<file path="config.mk">
export PLATFORM = sky130hd
export DESIGN_NAME = demux2_buf
export DESIGN_NICKNAME = d
export VERILOG_FILES = /design/src/rtl/demux2_buf_fifo2.sv /design/src/rtl/demux2_buf.sv
export SDC_FILE = /design/constraint.sdc
export NUM_CORES = 1
export LEC_CHECK = 0
export ABC_CLOCK_PERIOD_IN_PS = 3900
export CORE_MARGIN = 5
export CORE_UTILIZATION = 45
export CTS_CLUSTER_SIZE = 12
export DETAILED_ROUTE_END_ITERATION = 10
export HOLD_SLACK_MARGIN = 0.12
export PLACE_DENSITY = 0.7
export SYNTH_ARGS = -nofsm -noshare
export SYNTH_HDL_FRONTEND = slang
export SYNTH_SLANG_ARGS = --single-unit
export TNS_END_PERCENT = 20
</file>
<file path="constraint.sdc">
create_clock -name clk -period 3.9 [get_ports clk]
set_input_delay 1.17 -clock clk [delete_from_list [all_inputs] [get_ports clk]]
set_output_delay 1.17 -clock clk [all_outputs]
set_load 0.1 [all_outputs]
</file>
<file path="src/rtl/demux2_buf_fifo2.sv">
// fifo2: two-entry FIFO used as the per-channel buffer of demux2_buf.
// Storage, pointers and count all clear on reset, so the head word reads 0 when idle.
// A full FIFO refuses a push even if it is popped in the same cycle.
module fifo2 #(
    parameter int WIDTH = 32
) (
    input  logic             clk,
    input  logic             reset,
    input  logic             push,
    input  logic [WIDTH-1:0] din,
    input  logic             pop,
    output logic [WIDTH-1:0] dout,
    output logic             full,
    output logic             empty
);
    localparam int DEPTH = 2;
    localparam logic [1:0] FULL_CNT = 2'(DEPTH);

    logic [WIDTH-1:0] mem_reg [DEPTH];
    logic             wr_ptr_reg;
    logic             rd_ptr_reg;
    logic [1:0]       count_reg;
    logic [1:0]       count_next;
    logic             do_push;
    logic             do_pop;

    assign full    = (count_reg == FULL_CNT);
    assign empty   = (count_reg == 2'd0);
    assign do_push = push && !full;
    assign do_pop  = pop && !empty;
    assign dout    = mem_reg[rd_ptr_reg];

    // Next count: push-only adds one, pop-only removes one, both cancel out.
    always_comb begin
        count_next = count_reg;
        if (do_push && !do_pop) begin
            count_next = count_reg + 2'd1;
        end else if (do_pop && !do_push) begin
            count_next = count_reg - 2'd1;
        end
    end

    // Pointer and count registers; 1-bit pointers wrap from 1 back to 0 on their own.
    always_ff @(posedge clk or negedge reset) begin
        if (!reset) begin
            wr_ptr_reg <= 1'b0;
            rd_ptr_reg <= 1'b0;
            count_reg  <= 2'd0;
        end else begin
            if (do_push) wr_ptr_reg <= wr_ptr_reg + 1'b1;
            if (do_pop)  rd_ptr_reg <= rd_ptr_reg + 1'b1;
            count_reg <= count_next;
        end
    end

    // One register per entry, written only when the write pointer selects it.
    for (genvar gi = 0; gi < DEPTH; gi++) begin : g_entry
        always_ff @(posedge clk or negedge reset) begin
            if (!reset) begin
                mem_reg[gi] <= '0;
            end else if (do_push && (wr_ptr_reg == 1'(gi))) begin
                mem_reg[gi] <= din;
            end
        end
    end
endmodule

</file>
<file path="src/rtl/demux2_buf.sv">
// demux2_buf: buffered 1-to-2 stream demultiplexer. Each input word goes to
// channel 0 or 1 by Slt; each channel has its own fifo2 so a stalled channel
// never blocks traffic to the other one.
module demux2_buf #(
    parameter int WIDTH = 32
) (
    input  logic             clk,
    input  logic             reset,
    input  logic [WIDTH-1:0] In,
    input  logic             Slt,
    input  logic             InValid,
    output logic             InReady,
    output logic [WIDTH-1:0] Out0,
    output logic             Out0Valid,
    input  logic             Out0Ready,
    output logic [WIDTH-1:0] Out1,
    output logic             Out1Valid,
    input  logic             Out1Ready
);
    logic full0;
    logic full1;
    logic empty0;
    logic empty1;
    logic accept;
    logic push0;
    logic push1;

    // Readiness depends only on the selected channel's fullness, never on the
    // output readies, so a full FIFO does not pass data through on a pop.
    assign InReady = Slt ? !full1 : !full0;
    assign accept  = InValid && InReady;
    assign push0   = accept && !Slt;
    assign push1   = accept && Slt;

    assign Out0Valid = !empty0;
    assign Out1Valid = !empty1;

    fifo2 #(.WIDTH(WIDTH)) u_fifo0 (
        .clk   (clk),
        .reset (reset),
        .push  (push0),
        .din   (In),
        .pop   (Out0Ready),
        .dout  (Out0),
        .full  (full0),
        .empty (empty0)
    );

    fifo2 #(.WIDTH(WIDTH)) u_fifo1 (
        .clk   (clk),
        .reset (reset),
        .push  (push1),
        .din   (In),
        .pop   (Out1Ready),
        .dout  (Out1),
        .full  (full1),
        .empty (empty1)
    );
endmodule
</file>
==> results of run 1 <==
==> routing by layer <==
metal	GRT usage	up-vias	routed length (um)
met5	0	-	0
met2	0.2926	85	6550
met4	0.07462	0	259
met1	0.2119	1793	5343
met3	0.04674	18	526
li1	-	1578	-
==> worst paths after layout <==
kind | startpoint | to | slack, ns | depth (start not counted)
max in group asynchronous | reset | u_fifo0.mem_reg[61] | 2.32 | 2
min | u_fifo1.mem_reg[33] | u_fifo1.mem_reg[33] | 0.48 | 1
min in group asynchronous | reset | u_fifo1.mem_reg[27] | 0.79 | 1
max | Slt | InReady | 0.41 | 4
min reg2reg | u_fifo1.mem_reg[33] | u_fifo1.mem_reg[33] | 0.48 | 1
max reg2reg | u_fifo0.count_reg[1] | u_fifo0.mem_reg[45] | 2.08 | 4
==> cells in the final DEF, fill, tap and decap left out, types with 3 or more instances in the layout <==
master and instances:
clkbuf_8 4, xnor2_1 4, clkdlybuf4s50_1 37, bufinv_16 3, mux2_2 190, nor2_1 3
clkinv_2 4, clkbuf_1 3, buf_4 76, dfrtp_1 134, xor2_1 6, clkbuf_16 17
==> area by class of cell <==
cell class                 count  share of cell area
sequential                   136              0.4455
timing repair buffer         116              0.1298
clock inverter                 8             0.01538
tap                          176             0.02881
multi-input combinational    223              0.3162
clock buffer                  24             0.06432
==> logic make-up after synthesis <==
family / share of synthesized area
AND/OR/NAND/NOR: 0.02234
XOR/XNOR: 0.01475
buffers and inverters: 0.02024
flip-flops: 0.5734
adder cells (fa/ha/maj): 0.004215
multiplexers: 0.3642
AO/OA/AOI/OAI: 0.0008424
==> stage by stage <==
step,util,hold WS (ns),instance area [um2]
final,0.5842,0.4826,7645
after global routing,0.5842,0.4921,7645
after CTS,0.5842,0.4839,7645
after detailed placement,0.5377,0.4710,7036
after global placement,0.5377,0.4653,7036
after floorplan,-,0.4541,5936
==> impl_metrics.ini, run 1 <==
[floorplan]
die-area_um2 = 15590
die_w_um = 124.9
die_y_um = 124.9
rows = 42
core-area_um2 = 13090
io_pins = 105
start_util = 0.4536

[detailed_routing]
via_per_inst = 5.086
postRouteAntennaNets = 0
routed_wl_um = 12680
dr_total_vias = 3474
first_pass_iters = 4
post_drt_wl_per_cell_um = 18.56
drcViolationCount = 0
drt_iter0_drc = 165

[cells_and_area]
multi_input_area_um2 = 2417
final_cells = 683
drive_gt1_frac = 0.6016
antenna_cells = 0
nNetsFinal = 534
final-seq-area_um2 = 3406
syn2layout_area_growth_pct = 28.79
n_fill_cell = 1065

[clock_tree]
clockBufferDepth = 2
clock_latency_ns = 0.42
numClockSinks = 136
post_cts_buffers = 0
cts_root_buf = clkbuf_16
cts_buffers = 17
cts.reportedPaths.clkPinSlew_ns = 0.05
hold_buffers = 0
htreeDepth = 4
ctsResizeCount = 0
cts_tree = built

[timing]
finalSetupViolCount = 0
slew_viol_final = 0
max_slew_margin = 0.3558
tightest_slew_ns = 0.9633
tns_ns = 0
fin_crit_sh = 0.8945
fin_skew_ns = 0.003889
layout_setup_ws_ns = 0.4115
rsz0062_at_grt = false
hold_violations = 0
period_minus_slack_ns = 3.488
timing.fmax_ghz = 0.2867

[worst_setup_path]
crit_chain = clkdlybuf4s50_1 > nor2_1 > a21oi_1 > buf_12
path_class = input pin to output pin
endpoint_kind = output pin
critPathMaxStageDelay_ns = 0.61
required_ns = 2.73
cp-start-kind = input pin
cp_num_buf_inv = 2
cp_max_fo = 6
cpLargestDelayFamily = buffers and inverters
cp.arrival_ns = 2.32
cpMaxStageDelayCell = clkdlybuf4s50_1

[synthesis]
synth_top_area_share = 0.5734
synth_enable_flop_cells = 0
synth_cells = 379
yosys_register_bits = 136
syn-cell-area_um2 = 5936
yosysTopAreaCell = dfrtp_1
yosysWarnings = 0
avgSynthCellArea_um2 = 15.66
yosysUniqueCellTypes = 22
synth_seq_area_share = 0.5734
ys_top_cells_by_area = dfrtp_1, mux2_2, xor2_1, buf_2, xnor2_1
synth_ff_type = dfrtp_1
ys_async_sr_fraction = 1.000
syn_nets = 419
ys_top_cells_by_count = mux2_2, dfrtp_1, buf_2
yosysMostFrequentCell = mux2_2

[min_path]
hp-class = register to register

[run_status]
status = finished, final reports clean

[global_route]
grt_antenna_before_repair = 0
track_usage = 0.1743
grt_max_degree = 79
grt_pass1_vias = 3912
grt_first_pass_wirelength_um = 21110
gr-total-overflow = 0

[placed_design]
gp_congestion = 0.7192
place_ws_ns = 0.4195
placed_cells = 651
io_buffers = 104
place_hpwl_um = 8429

[flow_run]
drv_cap = 0
Power of run 1 is left out: the tool's default activity adds up to more than one toggle a clock period on the data nets, which glitch-free logic cannot reach.
==> inputs of run 2 (changes only) <==
--- a/config.mk
+++ b/config.mk
@@ -10,8 +10,9 @@
 export CORE_UTILIZATION = 45
 export CTS_CLUSTER_SIZE = 12
 export DETAILED_ROUTE_END_ITERATION = 10
+export DONT_BUFFER_PORTS = 1
 export HOLD_SLACK_MARGIN = 0.12
-export PLACE_DENSITY = 0.7
+export PLACE_DENSITY = 0.6
 export SYNTH_ARGS = -nofsm -noshare
 export SYNTH_HDL_FRONTEND = slang
 export SYNTH_SLANG_ARGS = --single-unit
==> run 2 against run 1 <==
Compared with the run above:
- first-iteration DRC count decreased by 24%
- non-clock buffer count shrank 108
- flip-flop and latch count unchanged
- core utilization shrank 6.8 points
- worst hold slack worse by 0.037 ns
- register-to-register slack worse by 0.07 ns
- via count decreased by 11%
- setup slack improved by 0.27 ns
==> impl_metrics.ini, run 2 (synthesis results as in run 1) <==
[run_status]
status = finished, final reports clean

[cells_and_area]
syn2layout_area_growth_pct = 13.91
layout_commonest_cell = mux2_2
antenna_cells = 0
n_fill_cell = 1092
nNetsFinal = 426
final_cell_mix = mux2_2, dfrtp_1, clkbuf_16, buf_4, xor2_1
drive_gt1_frac = 0.5940
design_area_um2 = 6761

[floorplan]
die_w_um = 124.9
core-area_um2 = 13090
io_pins = 105
start_util = 0.4536
die-area_um2 = 15590
rows = 42
die_y_um = 124.9

[clock_tree]
cts_root_buf = clkbuf_16
clockBufferDepth = 2
numClockSinks = 136
post_cts_buffers = 0
hold_buffers = 0
htreeDepth = 4
clock_latency_ns = 0.42
ctsResizeCount = 0
cts_buffers = 17
cts_tree = built
cts.reportedPaths.clkPinSlew_ns = 0.06

[worst_setup_path]
rr_worst_depth = 4
cp_num_buf_inv = 0
cp.arrival_ns = 2.05
endpoint_kind = output pin
path_class = register to output pin
timing.rr.end = u_fifo1.mem_reg[8]
r2r-start = u_fifo1.count_reg[0]
cp_max_fo = 33
required_ns = 2.73
cpLargestDelayFamily = flip-flops
cpMaxStageDelayCell = dfrtp_2
crit_chain = mux2_2
regToRegSetupSlack_ns = 2.01
critPathMaxStageDelay_ns = 0.94
cp-start-kind = register

[timing]
fin_skew_ns = 0.007316
tightest_slew_ns = 0.8792
slew_viol_final = 0
timing.fmax_ghz = 0.3105
finalSetupViolCount = 0
rsz0062_at_grt = false
fin_crit_sh = 0.8257
period_minus_slack_ns = 3.220
tns_ns = 0
max_slew_margin = 0.4139
hold_violations = 0

[placed_design]
place_hpwl_um = 7599
dpl-instance-area_um2 = 6107
gp_congestion = 0.6949
io_buffers = 0

[detailed_routing]
via_per_inst = 5.358
routed_wl_um = 11690
postRouteAntennaNets = 0
post_drt_wl_per_cell_um = 20.32
dr_total_vias = 3081
wl_met1_um = 4883
drt_iter0_drc = 126
top_layer = met4
wl_met2_um = 5791
drcViolationCount = 0
dr_wl_met3_um = 784
first_pass_iters = 3

[global_route]
grt_pass1_vias = 3543
gr-total-overflow = 0
track_usage = 0.1615
grt_antenna_before_repair = 0
grt_first_pass_wirelength_um = 19460
grt_max_degree = 137

[min_path]
hp-class = input pin to asynchronous set/reset pin

[flow_run]
drv_cap = 0
==> run 2: how the worst max path moves through the flow <==
stage	slack [ns]	cells past startpoint	start	to
floorplan	0.07	2	Slt	InReady
global placement	1.08	1	u_fifo1.rd_ptr_reg	Out1[31]
detailed placement	1.09	1	u_fifo0.rd_ptr_reg	Out0[16]
CTS	0.63	1	u_fifo1.rd_ptr_reg	Out1[2]
global route	0.58	1	u_fifo0.rd_ptr_reg	Out0[16]
finish	0.68	1	u_fifo1.rd_ptr_reg	Out1[2]
==> run 2: final cells by class <==
type	instances	area, um2	area share
tap	176	220.2	0.03257
sequential	136	3406	0.5037
timing repair buffer	8	60.06	0.008882
clock inverter	12	197.7	0.02924
clock buffer	20	456.7	0.06754
multi-input combinational	223	2421	0.3581
==> run 2: per-stage QoR <==
stage / cells / util / worst slack (ns) / hold WS [ns]
finish: 575 / 0.5167 / 0.6796 / 0.4457
global route: 575 / 0.5167 / 0.5752 / 0.4233
CTS: 575 / 0.5167 / 0.6259 / 0.4270
detailed placement: 543 / 0.4667 / 1.085 / 0.4755
global placement: 543 / 0.4667 / 1.083 / 0.4645
floorplan: 379 / - / 0.06970 / 0.4541
==> run 2: metal layers <==
| layer | up-vias | track usage |
|---|---|---|
| li1 | 1375 | - |
| met1 | 1605 | 0.1898 |
| met2 | 74 | 0.2627 |
| met3 | 27 | 0.06518 |
| met4 | 0 | 0.06888 |
| met5 | - | 0 |
Power of run 2 is left out for the same reason.
